--- config.mk ---
export PLATFORM = sky130hd
export DESIGN_NAME = alu_result_history
export DESIGN_NICKNAME = d
export VERILOG_FILES = /design/src/rtl/alu_pkg.sv /design/src/rtl/hex_decoder.sv /design/src/rtl/alu_result_history.sv
export SDC_FILE = /design/constraint.sdc
export NUM_CORES = 1
export LEC_CHECK = 0
export CAP_MARGIN = 25
export CELL_PAD_IN_SITES_DETAIL_PLACEMENT = 1
export CELL_PAD_IN_SITES_GLOBAL_PLACEMENT = 1
export CORE_MARGIN = 2
export CORE_UTILIZATION = 30
export DETAILED_ROUTE_END_ITERATION = 10
export PLACE_DENSITY_LB_ADDON = 0.1
export SETUP_SLACK_MARGIN = 0.05
export SLEW_MARGIN = 25
export SYNTH_ARGS = -nofsm -noshare
export SYNTH_HDL_FRONTEND = slang
export SYNTH_SLANG_ARGS = --single-unit
--- constraint.sdc ---
create_clock -name clock -period 4 [get_ports clock]
set_input_delay 0.6 -clock clock [delete_from_list [all_inputs] [get_ports clock]]
set_output_delay 0.6 -clock clock [all_outputs]
set_load 0.01 [all_outputs]
--- src/rtl/alu_pkg.sv ---
// Shared constants for the ALU result history display block.
package alu_pkg;

  // Default number of stored results; must be a power of two.
  localparam int unsigned ALU_DEPTH = 8;

  // Width of the count output; holds 0..ALU_DEPTH inclusive.
  localparam int unsigned ALU_COUNT_W = 4;

  // Active-low seven-segment pattern with every segment off.
  localparam logic [6:0] SEG_BLANK = 7'b1111111;

  // Pointer width for a given depth. At least one bit so that DEPTH = 1
  // still produces a legal vector.
  function automatic int unsigned ptr_width(input int unsigned depth);
    int unsigned w;
    w = $clog2(depth);
    return (w == 0) ? 1 : w;
  endfunction

  // Pointer width for the default depth.
  localparam int unsigned ALU_PTR_W = ptr_width(ALU_DEPTH);

endpackage

--- src/rtl/hex_decoder.sv ---
// Hex digit to active-low seven-segment pattern, bit 0 = segment a.
module hex_decoder (
  input  logic [3:0] i_digit,
  output logic [6:0] o_seg
);

  // Look up the segment pattern for one hex digit.
  always_comb begin
    o_seg = '1;
    unique case (i_digit)
      4'h0: o_seg = ~7'h3F;
      4'h1: o_seg = ~7'h06;
      4'h2: o_seg = ~7'h5B;
      4'h3: o_seg = ~7'h4F;
      4'h4: o_seg = ~7'h66;
      4'h5: o_seg = ~7'h6D;
      4'h6: o_seg = ~7'h7D;
      4'h7: o_seg = ~7'h07;
      4'h8: o_seg = ~7'h7F;
      4'h9: o_seg = ~7'h6F;
      4'hA: o_seg = ~7'h77;
      4'hB: o_seg = ~7'h7C;
      4'hC: o_seg = ~7'h39;
      4'hD: o_seg = ~7'h5E;
      4'hE: o_seg = ~7'h79;
      4'hF: o_seg = ~7'h71;
      default: o_seg = '1;
    endcase
  end

endmodule

--- src/rtl/alu_result_history.sv ---
// Circular history of ALU accumulator results with a pushbutton-scrolled
// seven-segment view. View offset 0 is always the newest entry.
module alu_result_history
  import alu_pkg::*;
#(
  parameter int unsigned DEPTH = ALU_DEPTH
) (
  input  logic                   clock,
  input  logic                   reset,
  input  logic                   result_valid,
  input  logic [7:0]             result,
  input  logic                   scroll_n,
  output logic [6:0]             hex_lo,
  output logic [6:0]             hex_hi,
  output logic [6:0]             hex_idx,
  output logic [ALU_COUNT_W-1:0] count,
  output logic                   full,
  output logic                   overflow
);

  localparam int unsigned          PTR_W   = ptr_width(DEPTH);
  localparam logic [ALU_COUNT_W-1:0] DEPTH_C = ALU_COUNT_W'(DEPTH);

  logic [7:0]             r_mem [DEPTH];
  logic [PTR_W-1:0]       r_wp;
  logic [PTR_W-1:0]       r_view;
  logic [ALU_COUNT_W-1:0] r_count;
  logic                   r_overflow;
  logic                   r_sync1;
  logic                   r_sync2;
  logic                   r_edge;

  logic                   w_press;
  logic                   w_full;
  logic                   w_empty;
  logic [ALU_COUNT_W-1:0] w_view_inc;
  logic [PTR_W-1:0]       w_rd_addr;
  logic [7:0]             w_sel;
  logic [6:0]             w_seg_lo;
  logic [6:0]             w_seg_hi;
  logic [6:0]             w_seg_idx;

  // Two-flop synchronizer plus previous-level flop for falling-edge detect.
  always_ff @(posedge clock) begin
    if (reset) begin
      r_sync1 <= 1'b1;
      r_sync2 <= 1'b1;
      r_edge  <= 1'b1;
    end else begin
      r_sync1 <= scroll_n;
      r_sync2 <= r_sync1;
      r_edge  <= r_sync2;
    end
  end

  // One pulse per press: synchronized level was high, is now low.
  assign w_press    = r_edge & ~r_sync2;
  assign w_full     = (r_count == DEPTH_C);
  assign w_empty    = (r_count == '0);
  assign w_view_inc = ALU_COUNT_W'(r_view) + ALU_COUNT_W'(1);

  // Result storage; deliberately not reset, entries are only read once written.
  always_ff @(posedge clock) begin
    if (result_valid && !reset) begin
      r_mem[r_wp] <= result;
    end
  end

  // Pointer, fill count, sticky overflow and view offset. A write always
  // snaps the view back to the newest entry, even when a press coincides.
  always_ff @(posedge clock) begin
    if (reset) begin
      r_wp       <= '0;
      r_count    <= '0;
      r_view     <= '0;
      r_overflow <= 1'b0;
    end else if (result_valid) begin
      r_wp   <= r_wp + PTR_W'(1);
      r_view <= '0;
      if (w_full) begin
        r_overflow <= 1'b1;
      end else begin
        r_count <= r_count + ALU_COUNT_W'(1);
      end
    end else if (w_press) begin
      if (w_view_inc < r_count) begin
        r_view <= r_view + PTR_W'(1);
      end else begin
        r_view <= '0;
      end
    end
  end

  // Newest entry sits just below the write pointer; modular arithmetic
  // handles the wrap across address 0.
  assign w_rd_addr = r_wp - PTR_W'(1) - r_view;
  assign w_sel     = r_mem[w_rd_addr];

  hex_decoder u_dec_lo (
    .i_digit (w_sel[3:0]),
    .o_seg   (w_seg_lo)
  );

  hex_decoder u_dec_hi (
    .i_digit (w_sel[7:4]),
    .o_seg   (w_seg_hi)
  );

  hex_decoder u_dec_idx (
    .i_digit (4'(r_view)),
    .o_seg   (w_seg_idx)
  );

  assign hex_lo   = w_empty ? SEG_BLANK : w_seg_lo;
  assign hex_hi   = w_empty ? SEG_BLANK : w_seg_hi;
  assign hex_idx  = w_empty ? SEG_BLANK : w_seg_idx;
  assign count    = r_count;
  assign full     = w_full;
  assign overflow = r_overflow;

endmodule

Word-level counts from Yosys, hierarchy flattened
Memory sizes are Yosys's and may differ from the RTL's. A register that Yosys moved wholly into a read port is not among the register bits.
Cells that the tools add are included.
- register bits after elaboration: 14
- logic and storage cells: 36
- bits in read-only memories: 336
- bits in writable memories: 64
- memories: 4
- memories (memory ; words ; bits a word ; read ports ; clocked after Yosys merged registers in ; write ports ; RTL line ; text):
    (no name shown) ; 16 ; 7 ; 1 ; 0 ; 0 ; hex_decoder.sv:10 ; unique case (i_digit)
    (no name shown) ; 16 ; 7 ; 1 ; 1 ; 0 ; hex_decoder.sv:10 ;
    (no name shown) ; 16 ; 7 ; 1 ; 0 ; 0 ; hex_decoder.sv:10 ;
    r_mem ; 8 ; 8 ; 1 ; 0 ; 1 ; alu_result_history.sv:24 ; logic [7:0] r_mem [DEPTH];
- multiplexer cells: 8
- add/subtract/negate cells: 6
- equality and inequality tests: 1
- reduce and logical (&&, ||, !) cells: 6
- bitwise gates (word level): 3
- $lt $le $gt $ge: 1
- operator list (kind ; count):
    2-to-1 mux 7 bit ; 3
    2-to-1 mux 4 bit ; 2
    adder 3 x 1 -> 3 bit, second input constant ; 2
    adder 3 x 1 -> 4 bit, second input constant ; 1
    adder 4 x 1 -> 4 bit, second input constant ; 1
    == test 4 bit, second input constant ; 1
    zero test 4 bit ; 1
    less-than comparator 4 bit ; 1
    AND reduction 2 bit ; 2
    2-to-1 mux 3 bit ; 1
    subtractor 3 x 1 -> 3 bit, second input constant ; 1
    subtractor 3 bit ; 1
    2-to-1 mux 1 bit ; 2
    inverter 1 bit ; 2
    OR reduction 2 bit ; 1
    AND 1 bit ; 1
    logical AND 1 bit ; 1
    zero test 1 bit ; 1

Longest topological paths before layout
- depth in word-level cells: 5
- depth in mapped cells: 14

Hierarchy
From an unflattened synthesis, not the netlist that was laid out.
- cells, all modules: 305
- area, all modules: 4232.8 sq um
- by module, submodules not included (module ; seq. area each (sq um) ; cells an instance ; instances ; area each (sq um)):
    alu_result_history ; 2202.1 ; 209 ; 1 ; 3407.0
    hex_decoder ; 0.0 ; 32 ; 3 ; 275.3

Worst setup path before layout
OpenSTA, ideal clock, no wires.
- path kind: flip-flop to output port
- from: reg r_wp[0]
- to: out hex_lo[3]
- data arrival time: 3.035 ns
- data required time: 3.400 ns
- path buffers: 2
- stages on the path, launching flop included: 13
- path slack: 0.365 ns
- cells stage by stage: dfxtp_1 ha_1 inv_1 fa_1 clkbuf_1 buf_2 mux4_2 mux2_2 inv_1 ha_1 inv_1 mux4_2 or2_1
- longest elaborated chain between the ends: 5
- RTL lines (item ; RTL line ; text):
    from (decl) ; alu_result_history.sv:25 ; logic [PTR_W-1:0] r_wp;
    from (signal assigned) ; alu_result_history.sv:78 ; r_wp <= r_wp + PTR_W'(1);
    subtractor 3 x 1 -> 3 bit ; alu_result_history.sv:96 ; assign w_rd_addr = r_wp - PTR_W'(1) - r_view;
    subtractor 3 bit ; alu_result_history.sv:96 ;
    memory read (8 x 8 bit) ; - ;
    memory read (16 x 7 bit) ; - ;
    2-to-1 mux 7 bit ; alu_result_history.sv:114 ; assign hex_lo = w_empty ? SEG_BLANK : w_seg_lo;
    to (decl) ; alu_result_history.sv:13 ; output logic [6:0] hex_lo,
Every way passes these cells.

Final worst setup path
- from: reg r_view[0]
- to: out hex_hi[3]
- longest elaborated chain between the ends: 4
- RTL lines (item ; RTL line ; text):
    from (decl) ; alu_result_history.sv:26 ; logic [PTR_W-1:0] r_view;
    from (signal assigned) ; alu_result_history.sv:87 ; r_view <= r_view + PTR_W'(1);
    subtractor 3 bit ; alu_result_history.sv:96 ;
    memory read (8 x 8 bit) ; - ;
    memory read (16 x 7 bit) ; - ;
    2-to-1 mux 7 bit ; alu_result_history.sv:115 ; assign hex_hi = w_empty ? SEG_BLANK : w_seg_hi;
    to (decl) ; alu_result_history.sv:14 ; output logic [6:0] hex_hi,
Every way passes these cells.

==> impl.org <==
** Status
- The flow ran to the end, and the final reports show no timing, DRC or antenna violations.

** Clocking
- Clock-pin slew was measured on the worst setup and hold paths at 60 ps.
- Clk Tree Root Cell :: sky130_fd_sc_hd__clkbuf_16
- Buffers inserted during clock tree synthesis total 9.
- Clock latency reported for the late side of the worst-skew pair :: 340 ps
- TritonCTS built the clock tree.
- Counting every sink on the clock net gives 85.
- Counting along the longest clock path gives a buffer depth of 2.
- The H-tree was split into 3 levels.
- The number of hold buffers added after CTS was 0.

** STA
- Timing would allow up to 261 MHz.
- Final WS setup :: 161 ps
- Setup repair after global routing missed its margin :: true
- Max_slew headroom :: 60.8%
- The worst path needs 3840 ps of the cycle, external delays included.
- The final count of hold timing violations came to 0.
- For the pin with the worst max-slew slack, the measured transition is 586 ps.
- Fin Setup TNS :: 0 ps
- Max Slew Vio Count :: 0
- The final critical path takes up 96.0% of the cycle.
- Setup violations remaining at the end of the flow were counted as 0.
- Clock skew :: 7.01 ps

** Critical path
- Worst path most repeated cell :: sky130_fd_sc_hd__inv_1
- The critical path contains buffers and inverters numbering 6 combined.
- For the worst setup path, the data arrival time is 3240 ps.
- Sort of element at the end of the critical path :: output pin
- Largest stage delay, worst path :: 570 ps
- The kind of cell with the highest combined delay along the critical path is multiplexers.
- Crit path required time :: 3400 ps
- By startpoint and endpoint, the worst setup path is classified as flop to output pin.
- The slowest stage of the critical path belongs to the cell sky130_fd_sc_hd__fa_2.
- The worst setup path is launched from a flop.
- Of all nets on the critical path, the largest fanout is 9.
- Sequence of cells on the critical path :: inv_1 > ha_1 > inv_1 > fa_2 > buf_12 > mux4_2 > mux2_4 > inv_2 > ha_1 > inv_1 > mux4_2 > or2_1 > buf_2

** Routing
- The pre-antenna-repair detailed-routing pass consisted of 4 iterations.
- Total DRC errors in the routed layout :: 0
- After detailed routing, the number of vias per cell comes to 4.64.
- Final wirelength :: 8.85 mm
- Antenna viol nets, final :: 0
- Wire length per cell :: 16.7 microns
- Total via count after detailed routing :: 2454
- First-iteration detailed-routing DRC count :: 136

** Yosys
- Post-synthesis cell area :: 0.00405 sq mm
- Leading register cell type out of synthesis :: sky130_fd_sc_hd__edfxtp_1
- In this run the mean area of a mapped cell was 14.3 sq um.
- Number of nets produced by synthesis :: 318
- Counting flops with an async set or reset pin after synthesis yields a share of 0%.
- Sorting the synthesized cells by area gives the leading types as sky130_fd_sc_hd__edfxtp_1, sky130_fd_sc_hd__dfxtp_1, sky130_fd_sc_hd__mux4_2, sky130_fd_sc_hd__ha_1, sky130_fd_sc_hd__mux2i_1.
- Synth area leader :: sky130_fd_sc_hd__edfxtp_1
- Share of Yosys cell area claimed by the top area cell type :: 47.5%
- Total of warnings raised by yosys :: 0
- In this run, synthesis inferred 64 flip-flops with an integrated enable.
- After synthesis the netlist holds a flip-flop and latch count of 85.
- Synthesis produced a netlist whose cell count is 284.
- The share of the Yosys chip area taken by registers is 57.8%.
- Unique cell type count in the Yosys netlist :: 43

** Global route
- Global Route Usage Sum :: 13.2%
- The initial antenna violation count is 0.
- Pin count of the biggest net entering global routing :: 17
- Grt total ovfl :: 0
- Via count of the first global-routing pass :: 2528
- First-pass GRT wire length :: 14.2 mm

** Min path
- The path class of the tightest hold or removal check is flop to flop.

** Power
- Peak supply drop :: 0.237 mV
- In this run the static leakage power is 1.88 nW.
- PD cells :: 431 mW/mm^2

** Placed design
- Detailed placement ended at an HPWL of 6.32 mm.
- Before CTS, the worst setup slack after placement is 60.6 ps.
- Count of buffers inserted at the top-level ports :: 38
- RD Place Congestion :: 0.765

** Floorplan
- Die Wd :: 120 microns
- Measured along the y axis, the die boundary spans 120 microns.
- Initial standard-cell utilization of the core :: 30.7%
- The floorplan step defined a core boundary enclosing 0.0132 sq mm.
- Die area :: 0.0144 sq mm
- The initialized floorplan defines 42 standard-cell rows.
- Total I/O pin count :: 39

** Final layout
- In the final layout, the share of cells above drive strength 1 is 23.8%.
- Ant. Diodes :: 0
- For this run, the post-layout net count is 382.
- Relative area change from synthesis to final layout :: 25.8%

** Job
- Max-cap violations in this run came to 0.
[through the flow]
step	cells	power [mW]	utilization [%]	hold WS (ps)	instance area, sq um
after CTS	528	2.23	38.5	416	5070
final	529	2.20	38.6	414	5100
after detailed placement	512	1.46	36.4	403	4800
after floorplan	284	1.25	-	389	4050
after global routing	529	2.30	38.6	442	5100
after global placement	512	1.46	36.4	409	4800
[final timing paths]
path         startpoint                  to  slack (ps)  cells past startpoint
max           r_view[0]           hex_hi[3]         160                     13
min             r_sync1             r_sync2         410                      1
max reg2reg   r_view[0]  u_dec_idx.o_seg[4]        1160                     11
min reg2reg     r_sync1             r_sync2         410                      1
[cells in the final DEF, fill, tap and decap left out, types with 3 or more instances in the layout]
cell,count
sky130_fd_sc_hd__inv_1,19
sky130_fd_sc_hd__a21oi_1,6
sky130_fd_sc_hd__edfxtp_1,64
sky130_fd_sc_hd__inv_2,4
sky130_fd_sc_hd__nand2b_1,13
sky130_fd_sc_hd__clkdlybuf4s50_1,24
sky130_fd_sc_hd__a31oi_1,4
sky130_fd_sc_hd__or2_2,3
sky130_fd_sc_hd__buf_4,23
sky130_fd_sc_hd__nor2_1,17
sky130_fd_sc_hd__clkbuf_16,9
sky130_fd_sc_hd__o221ai_1,6
sky130_fd_sc_hd__nor3b_1,3
sky130_fd_sc_hd__mux4_2,18
sky130_fd_sc_hd__mux2i_1,10
sky130_fd_sc_hd__dfxtp_1,20
sky130_fd_sc_hd__nand2_1,11
sky130_fd_sc_hd__and3_1,3
sky130_fd_sc_hd__clkdlybuf4s15_1,3
sky130_fd_sc_hd__dlygate4sd2_1,7
sky130_fd_sc_hd__mux2_4,4
sky130_fd_sc_hd__nor3_1,3
sky130_fd_sc_hd__mux2_2,4
sky130_fd_sc_hd__or2_1,4
sky130_fd_sc_hd__ha_1,20
sky130_fd_sc_hd__o21ai_0,4
[cell type report]
class / count / area, sq um
Clock buffer: 9 / 225
Fill cell: 1391 / 8090
Inverter: 23 / 86.3
Multi-Input combinational cell: 165 / 1580
Clock inverter: 7 / 50.0
Timing Repair Buffer: 64 / 591
Tap cell: 176 / 220
Sequential cell: 85 / 2340
[report_power, final]
part | internal, mW | switching [mW] | total [mW]
Sequential | 0.961 | 0.00595 | 0.967
Clock | 0.423 | 0.351 | 0.774
Combinational | 0.230 | 0.227 | 0.457
[worst reg2reg max path, cell delays in order (launching register included)]
cell	delay (ps)
sky130_fd_sc_hd__dfxtp_2	310
sky130_fd_sc_hd__buf_4	140
sky130_fd_sc_hd__ha_1	320
sky130_fd_sc_hd__ha_1	270
sky130_fd_sc_hd__a21boi_0	120
sky130_fd_sc_hd__o211ai_1	270
sky130_fd_sc_hd__a31o_2	250
sky130_fd_sc_hd__nor3b_1	420
sky130_fd_sc_hd__inv_1	160
sky130_fd_sc_hd__ha_1	230
sky130_fd_sc_hd__nor3_1	120
sky130_fd_sc_hd__mux2_2	180
[registers in the layout, summed over array words and instances, names as in the netlist]
name and cells:
count 4, overflow 1, r_edge 1, r_mem 64, r_sync1 1, r_sync2 1
r_view 3, r_wp 3, u_dec_idx.o_seg 7
[kinds of logic (layout without fill, tap and decap cells)]
logic type	Yosys count	after routing	share of synthesized area, %
flip-flops	85	85	57.8
AO/OA/AOI/OAI	31	31	5.22
AND/OR/NAND/NOR	69	69	9.05
multiplexers	38	38	15.8
buffers and inverters	34	103	3.65
XOR/XNOR	5	5	1.45
adder cells (fa/ha/maj)	22	22	6.98
[synthesized netlist by cell type (2+ instances only)]
library cell and n:
sky130_fd_sc_hd__edfxtp_1 64, sky130_fd_sc_hd__inv_1 23, sky130_fd_sc_hd__dfxtp_1 21, sky130_fd_sc_hd__ha_1 21
sky130_fd_sc_hd__mux4_2 18, sky130_fd_sc_hd__nor2_1 17, sky130_fd_sc_hd__nand2b_1 13, sky130_fd_sc_hd__nand2_1 11
sky130_fd_sc_hd__mux2i_1 10, sky130_fd_sc_hd__mux2_2 8, sky130_fd_sc_hd__a21oi_1 6, sky130_fd_sc_hd__o221ai_1 6
sky130_fd_sc_hd__clkbuf_1 5, sky130_fd_sc_hd__a31oi_1 4, sky130_fd_sc_hd__buf_2 4, sky130_fd_sc_hd__o21ai_0 4
sky130_fd_sc_hd__or2_1 4, sky130_fd_sc_hd__and3_1 3, sky130_fd_sc_hd__nor3_1 3, sky130_fd_sc_hd__nor3b_1 3
sky130_fd_sc_hd__or2_2 3, sky130_fd_sc_hd__and2_1 2, sky130_fd_sc_hd__and3b_1 2, sky130_fd_sc_hd__buf_6 2
sky130_fd_sc_hd__mux2i_4 2, sky130_fd_sc_hd__nand4_1 2, sky130_fd_sc_hd__nor4_1 2, sky130_fd_sc_hd__o211ai_1 2
sky130_fd_sc_hd__o21ai_1 2, sky130_fd_sc_hd__o22ai_1 2, sky130_fd_sc_hd__xnor2_1 2, sky130_fd_sc_hd__xor2_1 2
[metal layers]
layer / wire length (microns) / global-route usage [%]
met5: 0 / 0
met4: 144 / 5.29
met3: 310 / 3.21
met2: 4160 / 20.8
met1: 4230 / 17.6
[what timing repair did]
item,4_1_cts,5_1_grt
setup endpoints to repair,12,7
buffers inserted,0,1
hold endpoints to repair,0,0
gates resized for setup,28,7
No activity file was read; power rests on OpenSTA's default activity.
